===== src/rtl/mem32_byte_reader.sv =====
// Streams a range of 32-bit words from a sync-read memory as bytes,
// least-significant byte first, each tagged with its byte address.
module mem32_byte_reader #(
  parameter int ADDR_W = 16
) (
  input  logic              clk_i,
  input  logic              rst_i,
  input  logic              start_i,
  input  logic [ADDR_W-1:0] base_addr_i,
  input  logic [ADDR_W:0]   num_words_i,
  output logic              mem_req_o,
  output logic [ADDR_W-1:0] mem_addr_o,
  input  logic [31:0]       mem_rdata_i,
  output logic              byte_valid_o,
  output logic [7:0]        byte_data_o,
  output logic [ADDR_W+1:0] byte_addr_o,
  input  logic              byte_ready_i,
  output logic              busy_o,
  output logic              done_o
);

  typedef enum logic [2:0] {
    S_IDLE,
    S_REQ,
    S_WAIT,
    S_SEND,
    S_DONE
  } state_t;

  state_t            r_state;
  state_t            w_next;
  logic [ADDR_W-1:0] r_addr;
  logic [ADDR_W:0]   r_rem;
  logic [31:0]       r_word;
  logic [1:0]        r_lane;
  logic              w_go;
  logic              w_xfer;
  logic              w_last;

  assign w_go   = start_i && (num_words_i != '0);
  assign w_xfer = (r_state == S_SEND) && byte_ready_i;
  assign w_last = w_xfer && (r_lane == 2'd3);

  always_ff @(posedge clk_i) begin
    if (rst_i) begin
      r_state <= S_IDLE;
    end else begin
      r_state <= w_next;
    end
  end

  always_comb begin
    w_next       = r_state;
    mem_req_o    = 1'b0;
    mem_addr_o   = '0;
    byte_valid_o = 1'b0;
    byte_data_o  = '0;
    byte_addr_o  = '0;
    busy_o       = 1'b0;
    done_o       = 1'b0;
    unique case (r_state)
      S_IDLE: begin
        if (start_i) begin
          w_next = w_go ? S_REQ : S_DONE;
        end
      end
      S_REQ: begin
        mem_req_o  = 1'b1;
        mem_addr_o = r_addr;
        busy_o     = 1'b1;
        w_next     = S_WAIT;
      end
      S_WAIT: begin
        busy_o = 1'b1;
        w_next = S_SEND;
      end
      S_SEND: begin
        busy_o       = 1'b1;
        byte_valid_o = 1'b1;
        byte_data_o  = r_word[{r_lane, 3'b000} +: 8];
        byte_addr_o  = {r_addr, r_lane};
        if (w_last) begin
          w_next = (r_rem == (ADDR_W+1)'(1)) ? S_DONE : S_REQ;
        end
      end
      S_DONE: begin
        done_o = 1'b1;
        w_next = S_IDLE;
      end
      default: w_next = S_IDLE;
    endcase
  end

  // Word address and count advance only once the last lane is accepted,
  // so the address shown with each byte is the word it came from.
  always_ff @(posedge clk_i) begin
    if (rst_i) begin
      r_addr <= '0;
      r_rem  <= '0;
      r_word <= '0;
      r_lane <= '0;
    end else begin
      if ((r_state == S_IDLE) && w_go) begin
        r_addr <= base_addr_i;
        r_rem  <= num_words_i;
      end
      if (r_state == S_WAIT) begin
        r_word <= mem_rdata_i;
        r_lane <= '0;
      end
      if (w_xfer) begin
        r_lane <= r_lane + 2'd1;
      end
      if (w_last) begin
        r_rem  <= r_rem - (ADDR_W+1)'(1);
        r_addr <= r_addr + ADDR_W'(1);
      end
    end
  end

endmodule


===== config.mk =====
export PLATFORM = sky130hd
export DESIGN_NAME = mem32_byte_reader
export DESIGN_NICKNAME = d
export VERILOG_FILES = /design/src/rtl/mem32_byte_reader.sv
export SDC_FILE = /design/constraint.sdc
export NUM_CORES = 1
export LEC_CHECK = 0
export ABC_AREA = 1
export BUFFER_PORTS_ARGS = -buffer_cell sky130_fd_sc_hd__buf_2
export CORE_MARGIN = 2
export CORE_UTILIZATION = 53
export CTS_BUF_LIST = sky130_fd_sc_hd__clkbuf_16
export CTS_CLUSTER_DIAMETER = 50
export DETAILED_ROUTE_END_ITERATION = 16
export GPL_ROUTABILITY_DRIVEN = 0
export PLACE_DENSITY_LB_ADDON = 0.1
export SYNTH_ARGS = -nofsm -noshare
export SYNTH_HDL_FRONTEND = slang
export SYNTH_SLANG_ARGS = --single-unit

===== constraint.sdc =====
create_clock -name clk_i -period 1.85 [get_ports clk_i]
set_clock_uncertainty 0.1 [all_clocks]
set_input_delay 0.0925 -clock clk_i [delete_from_list [all_inputs] [get_ports clk_i]]
set_output_delay 0.0925 -clock clk_i [all_outputs]
set_load 0.005 [all_outputs]

==> flow_summary_export.csv <==
group,metric,value,unit
outcome,status,"completed",
placed_design,post-place-cells,881,
clock_tree,cts_buffers,9,
yosys,synth_warnings,0,
yosys,synth_fp_nets,755,
sta,fin_crit_sh,0.943,
clock_tree,cts_tree,"built",
yosys,synth-main-ff-cell,"dfxtp_1",
route,vias,4922,
finish,final_cells,938,
sta,grt_setup_unrepaired,"no",
yosys,ys_seq_area_frac,0.332,
yosys,syn_area_per_cell,6.20,µm²
yosys,synth_edf_count,0,
route,ant_nets,0,
sta,period_minus_slack,1.74,ns
power_and_ir_drop,cellLeakagePower,2.65,nW
worst_setup_path,worstSetupPathType,"flip-flop to output port",
yosys,ys_top_cells_by_count,"152 x nor2_1, 111 x nand2_1, 70 x dfxtp_1, 69 x inv_1, 68 x a21oi_1",
sta,setup_viol,0,
sta,finalSetupTns,0,ns
worst_setup_path,crit_top_cell,"a21oi_1",
yosys,synthSimpleGateAreaFrac,0.374,
yosys,synth.distinct_cells,35,
floorplan,pin_count,115,
finish,area.growth.synth_to_final,33.5,%
global_route,antenna_found_initial,0,
sta,worstMarginPinSlew,0.474,ns
worst_setup_path,crit_family,"compound AO/OA/AOI/OAI gates",
yosys,synth-xor-area-share,0.00829,
route,postRouteWirelength,12600,µm
yosys,yosysTopAreaCellShare,0.332,
route,maxUsedRoutingLayer,"met4",
yosys,synth_top_cell_by_area,"dfxtp_1",
placed_design,dp_hpwl,8360,µm
route,wl_per_cell,13.4,µm
global_route,grt_pass1_vias,4535,
finish,layout-drive-gt1-share,0.212,
power_and_ir_drop,power.density,1140,nW/µm²
yosys,synth_cells,682,
finish,fill_cells,662,
finish,final-seq-area,1410,µm²
yosys,synth_seq_cells,70,
worst_setup_path,cp-end-kind,"output port",
yosys,synth_area,4230,µm²
route,drt_iter0_markers,298,
yosys,yosysMostFrequentCell,"nor2_1",
worst_setup_path,required,1.66,ns
route,drtPass1Iterations,5,
clock_tree,root_buffer,"clkbuf_16",
floorplan,core,7730,µm²
floorplan,num_rows,32,
global_route,overflow,0,
worst_setup_path,arrival,1.55,ns
sta,clock.fmax,0.573,GHz
global_route,grt_pass1_wl,20300,µm
worst_setup_path,cp_slowest_cell,"dfxtp_2",
finish,antennaDiodeCount,0,
sta,maxSlewHeadroom,0.684,
power_and_ir_drop,vdd_ir_drop_max,0.644,mV
global_route,grt_usage,0.287,
floorplan,die_x,93.3,µm
yosys,yosys.area_share.adder,0.0118,
clock_tree,cts_num_sinks,70,
clock_tree,ctsHtreeMaxLevel,3,
placed_design,port_buffers,114,
floorplan,initial_core_util,0.547,
route,drc,0,
worst_setup_path,worst_setup_path_start_kind,"flip-flop",
worst_setup_path,crit_path_cell_trace,"clkinv_1, buf_4, a21oi_1, o21ai_0, a21oi_1, buf_2",
worst_setup_path,cp_max_fo,19,
route,met3_length,796,µm
yosys,async_flop_share,0,
yosys,synth_compound_area_frac,0.163,
worst_setup_path,max_stage_delay,0.35,ns
clock_tree,clk_latency,0.33,ns
floorplan,dieArea,8700,µm²
global_route,grt_max_degree,49,
job,maxCapViolations,0,
clock_tree,ctsLongestPathBuffers,2,
yosys,synth_top_family_by_area,"simple AND/OR/NAND/NOR gates",
worst_setup_path,worst-path-buf-inv,3,
worst_hold_path,worst_hold_path_type,"primary input to flip-flop",
clock_tree,clkTransAtPathRegs,0.06,ns
floorplan,die_h,93.3,µm
yosys,synthMuxAreaShare,0,
sta,finalHoldViolations,0,
sta,slew_viol_final,0,
finish,nets,904,
route,met1Wirelength,5210,µm
yosys,synthTopCellsByArea,"dfxtp_1 33%, nor2_1 14%, nand2_1 9.9%, a21oi_1 8.1%, nand3_1 6.8%",
finish,multi_input_area,2380,µm²
route,vias_per_cell,5.25,
route,wl_met2,6320,µm
## cell usage in the layout (no fill, tap or decap), types with 3 or more instances in the layout
cell           netlist  layout
dfxtp_1             70      66
inv_2                4       4
clkbuf_16            0       9
nand3_1             57      57
inv_1               69      70
dlygate4sd3_1        0      40
buf_2                9     114
o21ai_1              7      11
ha_1                 4       4
bufinv_16            0       3
o21ai_0             57      53
dfxtp_2              0       4
nor2_2               1       5
a31oi_1              3       3
buf_4                3      18
nand2_1            111     111
xor2_1               4       4
nand4_1             12      12
nor3_2               3       3
a21oi_1             68      67
nor3_1               4       3
or2_2                3       3
nor2_1             152     148
## path summary, 6_finish.rpt
kind / start / cells past startpoint / end / slack, ns
min: base_addr_i[9] / 5 / r_addr[9] / 0.002
max: r_lane[0] / 6 / byte_data_o[6] / 0.11
min reg2reg: r_word[20] / 2 / r_word[20] / 0.36
max reg2reg: r_rem[0] / 9 / r_rem[6] / 0.17
## per-stage QoR
stage / cell area, µm² / total power [mW] / hold slack, ns / util / setup WS, ns
final: 5640 / 6.43 / 0.00169 / 0.730 / 0.106
after global routing: 5640 / 6.86 / 0.0317 / 0.730 / 0.000648
after CTS: 5610 / 6.37 / 0.00321 / 0.726 / 0.00131
after detailed placement: 4860 / 4.32 / 0.220 / 0.629 / 0.130
after global placement: 4860 / 4.25 / 0.214 / 0.629 / 0.171
after floorplan: 4230 / 3.74 / 0.127 / - / 0.327
## flip-flops by register name, summed over array words and instances, names as in the netlist
name	count
r_state	3
r_addr	16
r_word	32
r_lane	2
r_rem	17
## kinds of logic after synthesis
| logic type | after synthesis |
|---|---|
| and+or+nand+nor | 358 |
| DFF | 70 |
| xor gates and xnor gates | 4 |
| AOI/OAI and AO/OA | 136 |
| adders and majority gates | 4 |
| buffers and inverters | 110 |
## final cells by class
class | instances | area share
Multi-Input combinational cell | 502 | 0.421
Sequential cell | 70 | 0.249
Timing Repair Buffer | 172 | 0.196
Inverter | 76 | 0.0508
Clock buffer | 9 | 0.0399
Tap cell | 102 | 0.0226
Clock inverter | 7 | 0.0202
## per-layer routing
metal	track usage	up-vias
li1	-	2489
met1	0.354	2207
met2	0.511	199
met3	0.0346	27
met4	0.108	0
met5	0	-
## timing repair
item                       CTS  global route
pin swaps                    0             1
setup endpoints to repair    2            48
hold buffers                40             0
gates resized for setup      2            14
gates cloned                 0             0
hold endpoints to repair    40             0
setup buffers                0             1
## worst reg2reg max path, stage by stage (launching register included)
cell and delay [ns]:
dfxtp_1 0.39, inv_1 0.09, ha_1 0.23, nand2_1 0.15
nor2_1 0.10, or2_2 0.28, nand3_1 0.06, nand2_1 0.05
nand2_1 0.05, a21oi_1 0.06
## report_power, final
part | switching (mW) | internal (mW)
Sequential | 0.294 | 1.91
Combinational | 1.43 | 0.820
Clock | 0.664 | 1.31
No activity file was read; power rests on OpenSTA's default activity.
